<file path="src/rtl/disp_mux2.sv">
// disp_mux2: two-digit 7-segment time multiplexer with per-slot blanking.
// Each digit slot is REFRESH_DIV cycles. The first BLANK_CYC cycles of a slot
// keep every anode off, and the rest of the slot shows that digit. A digit's
// pattern is latched as its slot starts, so it cannot change partway through.
// Optional build macro DISP_DIMMER_EN adds a duty[3:0] input that PWM-gates the
// segment bus while a digit is shown.
module disp_mux2 #(
    parameter int REFRESH_DIV    = 50000,
    parameter int BLANK_CYC      = 500,
    parameter bit SEG_ACTIVE_LOW = 1'b1,
    parameter bit AN_ACTIVE_LOW  = 1'b1
) (
    input  logic       clk,
    input  logic       rst,
    input  logic       en,
    input  logic [6:0] unid,
    input  logic [6:0] dec,
`ifdef DISP_DIMMER_EN
    input  logic [3:0] duty,
`endif
    output logic [6:0] seg,
    output logic [1:0] an,
    output logic       slot_tick
);

    localparam int            CW        = $clog2(REFRESH_DIV);
    localparam logic [CW-1:0] LAST      = CW'(REFRESH_DIV - 1);
    localparam bit            NO_BLANK  = (BLANK_CYC == 0);
    localparam logic [CW-1:0] BLAST     = CW'(NO_BLANK ? 0 : BLANK_CYC - 1);
    localparam logic [6:0]    SEG_BLANK = SEG_ACTIVE_LOW ? 7'h7F : 7'h00;
    localparam logic [1:0]    AN_OFF    = AN_ACTIVE_LOW ? 2'b11 : 2'b00;
    localparam logic [1:0]    AN_U      = AN_OFF ^ 2'b01;
    localparam logic [1:0]    AN_D      = AN_OFF ^ 2'b10;

    typedef enum logic [1:0] {S_BLANK_U, S_SHOW_U, S_BLANK_D, S_SHOW_D} state_t;

    state_t        state, nxt_state;
    logic [CW-1:0] cnt, nxt_cnt;
    logic [6:0]    cap_u, cap_d, nxt_cap_u, nxt_cap_d;
    logic [6:0]    nxt_seg;
    logic [1:0]    nxt_an;
    // Set after reset or while disabled. The first enabled edge then starts a
    // fresh units slot and captures unid on that edge.
    logic          fresh, nxt_fresh;

    // Next slot position, state, and capture registers.
    always_comb begin
        nxt_state = state;
        nxt_cnt   = cnt;
        nxt_cap_u = cap_u;
        nxt_cap_d = cap_d;
        nxt_fresh = fresh;
        if (!en) begin
            nxt_state = S_BLANK_U;
            nxt_cnt   = '0;
            nxt_fresh = 1'b1;
        end else begin
            nxt_fresh = 1'b0;
            if (fresh)
                nxt_cap_u = unid;
            nxt_cnt = (cnt == LAST) ? '0 : cnt + 1'b1;
            case (state)
                S_BLANK_U: if (NO_BLANK || cnt == BLAST) nxt_state = S_SHOW_U;
                S_BLANK_D: if (NO_BLANK || cnt == BLAST) nxt_state = S_SHOW_D;
                S_SHOW_U: if (cnt == LAST) begin
                    nxt_state = NO_BLANK ? S_SHOW_D : S_BLANK_D;
                    nxt_cap_d = dec;
                end
                S_SHOW_D: if (cnt == LAST) begin
                    nxt_state = NO_BLANK ? S_SHOW_U : S_BLANK_U;
                    nxt_cap_u = unid;
                end
                default: nxt_state = S_BLANK_U;
            endcase
        end
    end

    // Output values for the coming cycle. They come from the next state, so
    // the registered outputs change on the same edge as the state.
    always_comb begin
        nxt_seg = SEG_BLANK;
        nxt_an  = AN_OFF;
        case (nxt_state)
            S_SHOW_U: begin nxt_an = AN_U; nxt_seg = nxt_cap_u; end
            S_SHOW_D: begin nxt_an = AN_D; nxt_seg = nxt_cap_d; end
            default: ;
        endcase
`ifdef DISP_DIMMER_EN
        if (4'(nxt_cnt) > duty)
            nxt_seg = SEG_BLANK;
`endif
    end

    // State and output registers. Reset takes priority over en.
    always_ff @(posedge clk) begin
        if (!rst) begin
            state <= S_BLANK_U;
            cnt   <= '0;
            cap_u <= SEG_BLANK;
            cap_d <= SEG_BLANK;
            fresh <= 1'b1;
            seg   <= SEG_BLANK;
            an    <= AN_OFF;
        end else begin
            state <= nxt_state;
            cnt   <= nxt_cnt;
            cap_u <= nxt_cap_u;
            cap_d <= nxt_cap_d;
            fresh <= nxt_fresh;
            seg   <= nxt_seg;
            an    <= nxt_an;
        end
    end

    // Pulse on the last cycle of every slot while the display is enabled.
    always_comb slot_tick = en && (cnt == LAST);

endmodule

</file>
<file path="config.mk">
export PLATFORM = sky130hd
export DESIGN_NAME = disp_mux2
export DESIGN_NICKNAME = d
export VERILOG_FILES = /design/src/rtl/disp_mux2.sv
export SDC_FILE = /design/constraint.sdc
export NUM_CORES = 1
export LEC_CHECK = 0
export ABC_AREA = 1
export ABC_CLOCK_PERIOD_IN_PS = 2500
export BUFFER_PORTS_ARGS = -buffer_cell sky130_fd_sc_hd__buf_2
export CAP_MARGIN = 40
export CORE_MARGIN = 2
export CORE_UTILIZATION = 60
export CTS_CLUSTER_SIZE = 40
export DETAILED_ROUTE_END_ITERATION = 16
export GPL_TIMING_DRIVEN = 0
export PLACE_DENSITY_LB_ADDON = 0.12
export SLEW_MARGIN = 20
export SYNTH_ARGS = -nofsm -noshare
export SYNTH_HDL_FRONTEND = slang
export SYNTH_SLANG_ARGS = --single-unit
</file>
<file path="constraint.sdc">
create_clock -name clk -period 2.5 [get_ports clk]
set_clock_uncertainty 0.05 [all_clocks]
set_input_delay 0.5 -clock clk [delete_from_list [all_inputs] [get_ports clk]]
set_output_delay 0.5 -clock clk [all_outputs]
set_load 0.005 [all_outputs]
</file>
==> results.json <==
{
  "rsz0062_at_grt": "false",
  "portBuffers": 24,
  "multi_input_area_um2": 935,
  "wl_mm": 3.90,
  "slew_violations": 0,
  "track_usage_pct": 24.1,
  "grt_util_met1_pct": 34.1,
  "synth.area.top_cells": "dfxtp_1 43%, nand2_1 13%, nand3_1 10%",
  "crit_path_start_kind": "flip-flop",
  "cap_violations": 0,
  "clk_pin_slew_worst_paths_ns": 0.12,
  "min_period_ns": 2.23,
  "drtPass1Iterations": 4,
  "antennaDiodeCount": 0,
  "avgViaCountPerCell": 4.98,
  "r2r-start": "cnt[0]",
  "antenna_found_initial": 0,
  "grt_max_degree": 13,
  "status": "complete, no violations",
  "core_area_um2": 3080,
  "crit_path_max_fanout": 5,
  "area_growth_syn_to_layout_pct": 12.1,
  "r2r-end": "seg[4]",
  "synth-seq-area-share_pct": 43.2,
  "fin_crit_sh_pct": 89.2,
  "grt_use_met3_pct": 7.25,
  "crit_type": "reg -> out",
  "final_cells": 345,
  "critPathArrivalTime_ns": 1.68,
  "slowest_delay_ns": 0.37,
  "clk_path_buf_depth": 2,
  "start_util_pct": 63.2,
  "fill_cells": 279,
  "hpwlAfterDp_mm": 2.84,
  "p_leak_nw": 0.999,
  "worst_hold_path_type": "in -> reg",
  "pin_count": 27,
  "final_layout_size_suffix_gt1_share_pct": 18.3,
  "wl_per_cell_um": 11.3,
  "die_y_um": 60.9,
  "rows": 20,
  "ys_warn_count": 0,
  "hold_viol": 0,
  "synth-edff-count": 0,
  "placed_cells": 337,
  "die_w_um": 60.9,
  "synth_top_cell_by_area": "dfxtp_1",
  "drtAntennaViolNets": 0,
  "post_cts_buffers": 0,
  "crit_required_ns": 1.95,
  "clk_latency_ns": 0.36,
  "cpMaxStageDelayCell": "dfxtp_1",
  "worst_pin_slew_ns": 0.474,
  "fin_util_pct": 70.8,
  "numCtsBuffers": 5,
  "r2r_cells": 8,
  "tritoncts": "done",
  "vdd_ir_drop_max_mv": 0.350,
  "nets": 318,
  "crit_chain": "ha_1 > nand3_2 > nor2_4 > nand2_2 > nor2_2 > buf_2",
  "grtUsageMet2_pct": 35.0,
  "busiest_layer": "met2",
  "via_count": 1718,
  "place_congestion": 0.854,
  "maxSlewHeadroom_pct": 68.4,
  "drt_iter0_drc": 146,
  "clock_sinks": 42,
  "syn-num-nets": 287,
  "crit_path_end": "slot_tick",
  "syn_inst": 269,
  "pwr_density_cell_nw_per_um2": 505,
  "holdWs_ns": 0.369,
  "syn-cell-area_um2": 1940,
  "root_buffer": "clkbuf_4",
  "synthFlopType": "dfxtp_1",
  "cts.repair.resized": 0,
  "cp-end-kind": "output pin",
  "overflow": 0,
  "ys_types": 28,
  "p_total_w": 0.00110,
  "ff2ff_setup_slack_ns": 0.78,
  "regArea_um2": 841,
  "synth_top_area_share_pct": 43.2,
  "critPathLaunch": "cnt[0]",
  "grt_pass1_wl_mm": 6.49,
  "async_flop_share_pct": 0,
  "synth_seq_cells": 42,
  "drt_drc_violations_left": 0,
  "setup_tns_ns": 0,
  "postSynthAreaPerCell_um2": 7.23,
  "dieArea_um2": 3710,
  "ctsHoldBuffers": 0,
  "max_freq_mhz": 448,
  "htree_levels": 2,
  "grt_pass1_vias": 1448,
  "setup_violations": 0
}
[cells in the mapped netlist (2+ instances only)]
cell type and count:
nand2_1 69, dfxtp_1 42, nand3_1 40, inv_1 34
nor2_1 22, a21oi_1 9, nand4_1 6, nor2_2 6
nor3_1 6, o21bai_1 5, nand2_2 4, nor2_4 4
clkbuf_1 3, nand3_2 3, nor3b_1 2, o21a_1 2
[critical path, delay by kind of cell, from the launching register on]
family	cells	cell delay, ns
buffers and inverters	1	0.12
adder cells (fa/ha/maj)	1	0.23
AND/OR/NAND/NOR	4	0.59
flip-flops	1	0.37
[area by class of cell]
type	instances	share of cell area, %
clock buffers	7	2.53
clock inverters	1	0.230
well taps	44	2.53
inverters	37	6.49
plain buffers	5	1.26
flip-flops and latches	42	38.6
multi-input cells	185	42.9
repair buffers	24	5.51
[flip-flops by register name, indices dropped and copies added, names as in the netlist]
| name | flops |
|---|---|
| cnt | 16 |
| seg | 7 |
| state | 2 |
| an | 2 |
| cap_u | 7 |
| fresh | 1 |
| cap_d | 7 |
[worst min-delay path by stage]
stage	cells past startpoint	slack [ns]	end	start
2_1_floorplan	1	0.37	cnt[0]	cnt[0]
3_3_place_gp	1	0.38	cnt[0]	cnt[0]
3_5_place_dp	1	0.39	cnt[0]	cnt[0]
4_1_cts	3	0.36	cap_d[6]	dec[6]
5_1_grt	3	0.37	cap_d[0]	dec[0]
6_report	3	0.37	cap_d[0]	dec[0]
[metrics by stage]
step | setup slack (ns) | instance area (µm²)
finish | 0.269 | 2180
global route | 0.120 | 2180
CTS | 0.246 | 2180
detailed placement | 0.669 | 2120
global placement | 0.677 | 2120
floorplan | 0.891 | 1940
[per-layer routing]
layer  vias to the layer above  part of all wire, %
met3                         6                  6.3
met1                       743                   50
met4                         0                  1.5
met5                         -                    0
met2                        44                   42
li1                        925                    -
[placed cells by master (no fill, tap or decap), drive strengths merged]
cell type  count
a21oi          9
buf           26
clkbuf        10
clkinv         2
dfxtp         42
ha             1
inv           36
nand2         73
nand3         43
nand4          8
nor2          32
nor3           7
nor3b          2
o21a           2
o21ai          2
o21bai         5
xor2           1
[power by group]
part           internal [W]  switching (W)
registers          0.000678     0.00000301
clock network      0.000136       0.000219
logic             0.0000262      0.0000395
total              0.000840       0.000261
[cell families (layout without fill, tap and decap cells)]
family | count (synthesis) | count (layout) | share of synthesized area [%]
xor gates and xnor gates | 1 | 1 | 0.451
buffers and inverters | 42 | 74 | 8.69
DFF | 42 | 42 | 43.2
and+or+nand+nor | 165 | 165 | 41.4
AOI/OAI and AO/OA | 18 | 18 | 5.53
adders and majority gates | 1 | 1 | 0.643
Power figures use the tool's default switching activity.
